`config.mk`:
```
export PLATFORM = sky130hd
export DESIGN_NAME = elevator_ctrl_n_flat
export DESIGN_NICKNAME = d
export VERILOG_FILES = /design/src/rtl/elevator_ctrl_n_pkg.sv /design/src/rtl/elevator_ctrl_n_if.sv /design/src/rtl/elevator_ctrl_n_req_bank.sv /design/src/rtl/elevator_ctrl_n.sv /design/src/flat_wrapper.sv
export SDC_FILE = /design/constraint.sdc
export NUM_CORES = 1
export LEC_CHECK = 0
export CORE_ASPECT_RATIO = 0.6
export CORE_UTILIZATION = 35
export DETAILED_ROUTE_END_ITERATION = 10
export PLACE_DENSITY_LB_ADDON = 0.08
export SETUP_SLACK_MARGIN = 0.02
export SKIP_CTS_REPAIR_TIMING = 1
export SYNTH_ARGS = -nofsm -noshare
export SYNTH_HDL_FRONTEND = slang
export SYNTH_SLANG_ARGS = --single-unit
```
`constraint.sdc`:
```
create_clock -name clk -period 4.4 [get_ports clk]
set_input_delay 0.88 -clock clk [delete_from_list [all_inputs] [get_ports clk]]
set_output_delay 0.88 -clock clk [all_outputs]
set_load 0.02 [all_outputs]
```
`src/rtl/elevator_ctrl_n_pkg.sv`:
```
// rtl/elevator_ctrl_n_pkg.sv - shared state encoding and direction constants for the elevator controller
package elevator_ctrl_n_pkg;

  typedef enum logic [1:0] {
    ST_IDLE   = 2'd0,
    ST_MOVING = 2'd1,
    ST_OPEN   = 2'd2
  } state_t;

  localparam logic UP   = 1'b1;
  localparam logic DOWN = 1'b0;

  // Select the value belonging to the given direction (up_val when travelling up).
  function automatic logic pick_dir(input logic dir, input logic up_val, input logic down_val);
    return (dir == DOWN) ? down_val : up_val;
  endfunction

endpackage

```
`src/rtl/elevator_ctrl_n_if.sv`:
```
// rtl/elevator_ctrl_n_if.sv - request inputs and status outputs of the elevator controller
interface elevator_ctrl_n_if #(
  parameter int FLOORS = 8,
  parameter int FW     = $clog2(FLOORS),
  parameter int CW     = 2
);
  logic              tick;
  logic [FLOORS-1:0] up_call;
  logic [FLOORS-1:0] down_call;
  logic [FLOORS-1:0] car_call;
  logic              door_open_btn;
  logic              door_close_btn;

  logic [FW-1:0]     floor;
  logic [CW-1:0]     countdown;
  logic              dir_up;
  logic              moving;
  logic              door_open;
  logic [FLOORS-1:0] pend_up;
  logic [FLOORS-1:0] pend_down;
  logic [FLOORS-1:0] pend_car;

  modport master (
    output tick, up_call, down_call, car_call, door_open_btn, door_close_btn,
    input  floor, countdown, dir_up, moving, door_open, pend_up, pend_down, pend_car
  );

  modport slave (
    input  tick, up_call, down_call, car_call, door_open_btn, door_close_btn,
    output floor, countdown, dir_up, moving, door_open, pend_up, pend_down, pend_car
  );
endinterface

```
`src/rtl/elevator_ctrl_n_req_bank.sv`:
```
// rtl/elevator_ctrl_n_req_bank.sv - pending request registers with end-floor masking and floor-relative reductions
module elevator_ctrl_n_req_bank #(
  parameter int FLOORS = 8,
  parameter int FW     = $clog2(FLOORS)
) (
  input  logic              clk,
  input  logic              rst,
  input  logic [FLOORS-1:0] up_call,
  input  logic [FLOORS-1:0] down_call,
  input  logic [FLOORS-1:0] car_call,
  input  logic [FW-1:0]     at_floor,
  input  logic              clr_up,
  input  logic              clr_down,
  input  logic              clr_car,
  output logic [FLOORS-1:0] pend_up,
  output logic [FLOORS-1:0] pend_down,
  output logic [FLOORS-1:0] pend_car,
  output logic              req_above,
  output logic              req_below,
  output logic              req_here,
  output logic              up_here,
  output logic              down_here,
  output logic              car_here,
  output logic              up_in_here,
  output logic              down_in_here,
  output logic              car_in_here
);

  logic [FLOORS-1:0] up_m;
  logic [FLOORS-1:0] down_m;
  logic [FLOORS-1:0] here_oh;
  logic [FLOORS-1:0] above_m;
  logic [FLOORS-1:0] below_m;
  logic [FLOORS-1:0] any_pend;

  // No up call exists at the top floor and no down call at the bottom floor.
  always_comb begin
    up_m             = up_call;
    up_m[FLOORS-1]   = 1'b0;
    down_m           = down_call;
    down_m[0]        = 1'b0;
  end

  // Floor masks relative to the floor the controller is evaluating this clk.
  always_comb begin
    here_oh = '0;
    above_m = '0;
    below_m = '0;
    for (int i = 0; i < FLOORS; i++) begin
      here_oh[i] = (i == int'(at_floor));
      above_m[i] = (i > int'(at_floor));
      below_m[i] = (i < int'(at_floor));
    end
  end

  assign any_pend     = pend_up | pend_down | pend_car;
  assign req_above    = |(any_pend & above_m);
  assign req_below    = |(any_pend & below_m);
  assign req_here     = |(any_pend & here_oh);
  assign up_here      = |(pend_up & here_oh);
  assign down_here    = |(pend_down & here_oh);
  assign car_here     = |(pend_car & here_oh);
  assign up_in_here   = |(up_m & here_oh);
  assign down_in_here = |(down_m & here_oh);
  assign car_in_here  = |(car_call & here_oh);

  // Accumulate requests; a clear at at_floor beats a new press there in the same clk.
  always_ff @(posedge clk) begin
    if (rst) begin
      pend_up   <= '0;
      pend_down <= '0;
      pend_car  <= '0;
    end else begin
      pend_up   <= (pend_up   | up_m)     & ~(here_oh & {FLOORS{clr_up}});
      pend_down <= (pend_down | down_m)   & ~(here_oh & {FLOORS{clr_down}});
      pend_car  <= (pend_car  | car_call) & ~(here_oh & {FLOORS{clr_car}});
    end
  end

endmodule

```
`src/rtl/elevator_ctrl_n.sv`:
```
// rtl/elevator_ctrl_n.sv - N-floor collective (SCAN) elevator controller with tick-driven move and door timers
module elevator_ctrl_n #(
  parameter int FLOORS     = 8,
  parameter int MOVE_TICKS = 2,
  parameter int DOOR_TICKS = 3,
  parameter int FW         = $clog2(FLOORS),
  parameter int CW         = $clog2(((MOVE_TICKS > DOOR_TICKS) ? MOVE_TICKS : DOOR_TICKS) + 1)
) (
  input logic              clk,
  input logic              rst,
  elevator_ctrl_n_if.slave bus
);
  import elevator_ctrl_n_pkg::*;

  localparam logic [FW-1:0] TOP_FLOOR = FW'(FLOORS - 1);
  localparam logic [CW-1:0] MOVE_LD   = CW'(MOVE_TICKS);
  localparam logic [CW-1:0] DOOR_LD   = CW'(DOOR_TICKS);

  state_t        state_q, state_n;
  logic [FW-1:0] floor_q, floor_n, floor_c;
  logic          dir_q, dir_n;
  logic [CW-1:0] cd_q, cd_n;

  logic step;
  logic enter_open;
  logic clr_up, clr_down, clr_car;

  logic req_above, req_below, req_here;
  logic up_here, down_here, car_here;
  logic up_in_here, down_in_here, car_in_here;
  logic [FLOORS-1:0] pend_up, pend_down, pend_car;

  logic beyond, behind, hall_dir_here, hall_dir_in, at_end, stop, flip, reload;

  elevator_ctrl_n_req_bank #(
    .FLOORS (FLOORS),
    .FW     (FW)
  ) u_req_bank (
    .clk          (clk),
    .rst          (rst),
    .up_call      (bus.up_call),
    .down_call    (bus.down_call),
    .car_call     (bus.car_call),
    .at_floor     (floor_c),
    .clr_up       (clr_up),
    .clr_down     (clr_down),
    .clr_car      (clr_car),
    .pend_up      (pend_up),
    .pend_down    (pend_down),
    .pend_car     (pend_car),
    .req_above    (req_above),
    .req_below    (req_below),
    .req_here     (req_here),
    .up_here      (up_here),
    .down_here    (down_here),
    .car_here     (car_here),
    .up_in_here   (up_in_here),
    .down_in_here (down_in_here),
    .car_in_here  (car_in_here)
  );

  // Floor the car occupies after this clk; the bank evaluates requests against it
  // so the stop check on arrival sees the new floor in the same clk.
  always_comb begin
    floor_c = floor_q;
    step    = (state_q == ST_MOVING) && bus.tick && (cd_q <= CW'(1));
    if (step) begin
      if (dir_q == UP && floor_q != TOP_FLOOR) begin
        floor_c = floor_q + FW'(1);
      end else if (dir_q != UP && floor_q != '0) begin
        floor_c = floor_q - FW'(1);
      end
    end
  end

  assign beyond        = pick_dir(dir_q, req_above, req_below);
  assign behind        = pick_dir(dir_q, req_below, req_above);
  assign hall_dir_here = pick_dir(dir_q, up_here, down_here);
  assign hall_dir_in   = pick_dir(dir_q, up_in_here, down_in_here);
  assign at_end        = pick_dir(dir_q, floor_c == TOP_FLOOR, floor_c == '0);
  assign stop          = car_here | hall_dir_here | (!beyond & req_here) | at_end;
  // Turn around when nothing lies ahead, or when the only reason to open here is
  // a hall call in the opposite direction (otherwise IDLE would reopen forever).
  assign flip          = !beyond | (!car_here & !hall_dir_here);
  assign reload        = car_in_here | hall_dir_in;

  // Next-state, timer, direction and request-clear decisions.
  always_comb begin
    state_n    = state_q;
    floor_n    = floor_q;
    dir_n      = dir_q;
    cd_n       = cd_q;
    clr_up     = 1'b0;
    clr_down   = 1'b0;
    clr_car    = 1'b0;
    enter_open = 1'b0;

    case (state_q)
      ST_IDLE: begin
        if (req_here) begin
          enter_open = 1'b1;
          state_n    = ST_OPEN;
          cd_n       = DOOR_LD;
        end else if (beyond) begin
          state_n = ST_MOVING;
          cd_n    = MOVE_LD;
        end else if (behind) begin
          dir_n   = ~dir_q;
          state_n = ST_MOVING;
          cd_n    = MOVE_LD;
        end else begin
          cd_n = '0;
        end
      end

      ST_MOVING: begin
        if (bus.tick) begin
          if (step) begin
            floor_n = floor_c;
            if (stop) begin
              enter_open = 1'b1;
              state_n    = ST_OPEN;
              cd_n       = DOOR_LD;
            end else begin
              cd_n = MOVE_LD;
            end
          end else begin
            cd_n = cd_q - CW'(1);
          end
        end
      end

      ST_OPEN: begin
        // Presses being served at this floor are swallowed instead of latched.
        clr_car = 1'b1;
        if (dir_q == UP) clr_up = 1'b1;
        else             clr_down = 1'b1;

        if (bus.door_open_btn || reload) begin
          cd_n = DOOR_LD;
        end else if (cd_q == '0) begin
          state_n = ST_IDLE;
        end else if (bus.door_close_btn) begin
          cd_n = '0;
        end else if (bus.tick) begin
          cd_n = cd_q - CW'(1);
        end
      end

      default: begin
        state_n = ST_IDLE;
        cd_n    = '0;
      end
    endcase

    if (enter_open) begin
      clr_car = 1'b1;
      if (dir_q == UP) begin
        clr_up   = 1'b1;
        clr_down = flip;
      end else begin
        clr_down = 1'b1;
        clr_up   = flip;
      end
      if (flip) dir_n = ~dir_q;
    end
  end

  // Controller state register.
  always_ff @(posedge clk) begin
    if (rst) begin
      state_q <= ST_IDLE;
      floor_q <= '0;
      dir_q   <= UP;
      cd_q    <= '0;
    end else begin
      state_q <= state_n;
      floor_q <= floor_n;
      dir_q   <= dir_n;
      cd_q    <= cd_n;
    end
  end

  assign bus.floor     = floor_q;
  assign bus.countdown = cd_q;
  assign bus.dir_up    = dir_q;
  assign bus.moving    = (state_q == ST_MOVING);
  assign bus.door_open = (state_q == ST_OPEN);
  assign bus.pend_up   = pend_up;
  assign bus.pend_down = pend_down;
  assign bus.pend_car  = pend_car;

endmodule

```
`src/flat_wrapper.sv`:
```
// flat-port wrapper written by rule: the top's interface ports become plain ports
module elevator_ctrl_n_flat import elevator_ctrl_n_pkg::*;
#(
  parameter int FLOORS     = 8,
  parameter int MOVE_TICKS = 2,
  parameter int DOOR_TICKS = 3,
  parameter int FW         = $clog2(FLOORS),
  parameter int CW         = $clog2(((MOVE_TICKS > DOOR_TICKS) ? MOVE_TICKS : DOOR_TICKS) + 1)
)
  (clk, rst, bus_tick, bus_up_call, bus_down_call, bus_car_call, bus_door_open_btn, bus_door_close_btn, bus_floor, bus_countdown, bus_dir_up, bus_moving, bus_door_open, bus_pend_up, bus_pend_down, bus_pend_car);
  elevator_ctrl_n_if #(.FLOORS(FLOORS), .FW(FW), .CW(CW)) bus_i ();
  input logic clk;
  input logic rst;
  input wire logic [$bits(bus_i.tick)-1:0] bus_tick;
  input wire logic [$bits(bus_i.up_call)-1:0] bus_up_call;
  input wire logic [$bits(bus_i.down_call)-1:0] bus_down_call;
  input wire logic [$bits(bus_i.car_call)-1:0] bus_car_call;
  input wire logic [$bits(bus_i.door_open_btn)-1:0] bus_door_open_btn;
  input wire logic [$bits(bus_i.door_close_btn)-1:0] bus_door_close_btn;
  output wire logic [$bits(bus_i.floor)-1:0] bus_floor;
  output wire logic [$bits(bus_i.countdown)-1:0] bus_countdown;
  output wire logic [$bits(bus_i.dir_up)-1:0] bus_dir_up;
  output wire logic [$bits(bus_i.moving)-1:0] bus_moving;
  output wire logic [$bits(bus_i.door_open)-1:0] bus_door_open;
  output wire logic [$bits(bus_i.pend_up)-1:0] bus_pend_up;
  output wire logic [$bits(bus_i.pend_down)-1:0] bus_pend_down;
  output wire logic [$bits(bus_i.pend_car)-1:0] bus_pend_car;
  assign bus_i.tick = bus_tick;
  assign bus_i.up_call = bus_up_call;
  assign bus_i.down_call = bus_down_call;
  assign bus_i.car_call = bus_car_call;
  assign bus_i.door_open_btn = bus_door_open_btn;
  assign bus_i.door_close_btn = bus_door_close_btn;
  assign bus_floor = bus_i.floor;
  assign bus_countdown = bus_i.countdown;
  assign bus_dir_up = bus_i.dir_up;
  assign bus_moving = bus_i.moving;
  assign bus_door_open = bus_i.door_open;
  assign bus_pend_up = bus_i.pend_up;
  assign bus_pend_down = bus_i.pend_down;
  assign bus_pend_car = bus_i.pend_car;
  elevator_ctrl_n #(.FLOORS(FLOORS), .MOVE_TICKS(MOVE_TICKS), .DOOR_TICKS(DOOR_TICKS), .FW(FW), .CW(CW)) u_core (.clk(clk), .rst(rst), .bus(bus_i));
endmodule
```
==> impl_results.md <==
* #FFs+latches synth at 32
* Number of port buffers at 58
* Slew Limit Fails at 0
* Mapped Cells at around 340
* Worst Setup End Kind: register
* DRT Pass-1 Iters at 5
* Post-DP Area at approximately 3800 sq um
* Worst Path Max Fanout at 6
* Clock skew at roughly 0.0062 ns
* Initial antenna violation count at 0
* Top_reg_cell synth: dfxtp_1
* Post-synth EDFFs at 0
* WS Path Type: input pin to register
* H-tree levels at 2
* Gate power share at around two thirds
* Status: finished clean
* Cell Pwr Density at ~560 nW/um^2
* Hold Crit Class: register to register
* Compound-Gate Fraction of Synth Area at 40.0%
* Hold Crit Depth at 2
* Net Count, Synth at ~370
* RSZ-0062 raised after global routing: no
* Hold violation total from the final report at 0
* Worst-skew pair later-pin latency at about 0.29 ns
* Seq pwr share at between 15 and 20%
* Die height at between 70 and 80 um
* Die Wd at 116 um
* Setup Total Neg Slack at 0 ns
* CP arrival at 4.42 ns
* Final wirelength at approximately 11,000 um
* Simple-gate share of the synthesized area at about 22%
* Total global-route track usage at 27.7%
* Max-cap viol count at 0
* Post-synth ARST share at 0%
* Synth Cell Area at 2730 sq um
* Post-route cell area at approximately 4000 sq um
* Final period utilization at between 90% and 100%
* Psw at around 1.0 mW
* First-pass GRT wire length at roughly 17,000 um
* Sw Ratio at between 40 and 50%
* Clock sink total at 32
* Die area at ~8200 sq um
* CTS tree: built
* Area of the core at between 7000 and 8000 sq um
* Vias in the first global route at roughly 3,000
* Routed length per placed instance at 19.6 um
* CP Data Required Time at 4.58 ns
* RD Place Congestion at between 0.9 and 1
* Crit path time final at 4.24 ns
* Worst-margin pin slew at between 0.7 and 0.8 ns
* Diode count at 0
* Via count of the routed design at 3,300
* Largest net degree at the start of global routing at 19
* Clock Tree Buf Depth at 2
* CP startpoint kind: input pin
* Detailed placement HPWL at 8450 um
* Area Overhead vs Synth at 45.3%
* Post-Synth Adder-Cell Area at 2.75%
* Syn_area_per_cell at roughly 8.1 sq um
* Io pins at a little over 60
* Yosys cell types at between 70 and 80
* Static Leak at ~1.6 nW
* CTS clk-pin slew, worst paths at ~0.060 ns
* Clock power frac at 15.4%
* Seq/Total Area, Yosys at 23.5%
* Ys Warns at 0
* Layout cells sized above 1 at approximately a quarter
* Largest family of logic cells by synthesized area: compound AO/OA/AOI/OAI gates
* R2R depth at 14
* # DRC at 0
* Clock root cell: clkbuf_16
* Slew headroom at about half
* Max Clock Freq at 236 MHz
* Multiplexer share of the synthesized area at between 4 and 5%
* Nets at around 480
* TritonCTS Buffers at 5
* Vias per std cell at slightly above 6
* Detailed router's first-iteration violation count at around 370
* Rows at 24
* XOR/XNOR Fraction of Synth Area at 1.33%
* Cell internal pwr at 1.19 mW
* Setup violators final at 0
* Routed Antenna Nets at 0
* GRT overflow at 0
* Initial Util at a little under two fifths
* VDD IR max at 0.369 mV
## critical path, cell delays in order
cell             delay, ns
clkdlybuf4s50_1       0.49
inv_2                 0.06
nor3_4                0.28
buf_4                 0.19
buf_4                 0.11
nand2_1               0.12
nand2_1               0.27
buf_4                 0.20
mux4_2                0.54
nor2_1                0.11
o21ai_0               0.09
a21oi_1               0.28
nand2_1               0.15
o32a_1                0.40
o32ai_1               0.25
## through the flow
step                      utilization, %  instances  hold WS, ns  worst slack, ns  total power, mW
after floorplan                        -        337        0.509            0.165             1.24
after detailed placement            51.6        540        0.497           -0.146             1.83
final                               53.7        547        0.514            0.163             2.22
after global routing                53.7        547        0.529           0.0354             2.35
after CTS                           53.4        547        0.509            0.106             2.17
after global placement              51.6        540        0.489           -0.115             1.82
## layout make-up
class / count / area [sq um]
repair buffers: 120 / 1060
multi-input cells: 274 / 1960
clock inverters: 1 / 5.00
flip-flops and latches: 32 / 642
fillers: 750 / 3420
well taps: 104 / 130
clock buffers: 6 / 129
inverters: 10 / 38.8
## registers in the layout, indices dropped and copies added (netlist names)
register and flops:
u_core.bus.countdown 2, u_core.u_req_bank.pend_down 8, u_core.bus.floor 3, u_core.u_req_bank.pend_car 8, u_core.bus.dir_up 1, u_core.state_q 2, u_core.u_req_bank.pend_up 8
## layout by cell type (no fill, tap or decap), types with 9 or more instances in the layout
master	n
buf_4	61
nand2_1	23
clkdlybuf4s50_1	58
nor3_1	10
a41oi_1	9
dfxtp_1	31
o21ai_0	18
a21o_1	9
a21oi_1	20
nor2_1	37
a211oi_1	14
a311oi_1	12
## final timing paths
check / from / end / slack (ns)
worst max-delay path: bus_tick / u_core.bus.countdown[0]$_SDFFE_PP0P_ / 0.16
worst min-delay path: u_core.u_req_bank.pend_up[7]$_SDFF_PP0_ / u_core.u_req_bank.pend_up[7]$_SDFF_PP0_ / 0.51
worst max register to register: u_core.bus.floor[0]$_SDFFE_PP0P_ / u_core.u_req_bank.pend_up[5]$_SDFF_PP0_ / 0.33
worst min register to register: u_core.u_req_bank.pend_up[7]$_SDFF_PP0_ / u_core.u_req_bank.pend_up[7]$_SDFF_PP0_ / 0.51
## logic make-up (layout without fill, tap and decap cells)
group	after synthesis	count (layout)
AO/OA/AOI/OAI	138	138
XOR/XNOR	2	2
adder cells (fa/ha/maj)	6	6
buffers and inverters	31	137
flip-flops	32	32
multiplexers	10	10
AND/OR/NAND/NOR	118	118
## per-layer routing
| layer | track usage, % | wire, um | vias to the layer above |
|---|---|---|---|
| met3 | 6.60 | 1090 | 10 |
| met4 | 6.55 | 122 | 0 |
| met2 | 35.1 | 3980 | 183 |
| met1 | 44.7 | 5510 | 1581 |
| li1 | - | - | 1526 |
| met5 | 0 | 0 | - |
## synth_stat cells, types with 7 or more instances
master    count  area (sq um)
nor2_1       39           146
dfxtp_1      32           641
nand2_1      23          86.3
a21oi_1      20           100
o21ai_0      18          90.1
a211oi_1     14           105
a311oi_1     13           114
clkbuf_1     11          41.3
nor3_1       10          50.1
a21o_1        9          67.6
a41oi_1       9          78.8
nand2b_1      7          43.8
nand3_1       7          35.0
## power groups by stage
stage                     clock [mW]  combinational, mW  sequential, mW
after floorplan                    0              0.815           0.420
after global placement             0               1.41           0.404
after detailed placement           0               1.42           0.406
after CTS                      0.346               1.43           0.400
after global routing           0.359               1.57           0.411
final                          0.341               1.47           0.402
(Power assumes the default switching activity.)
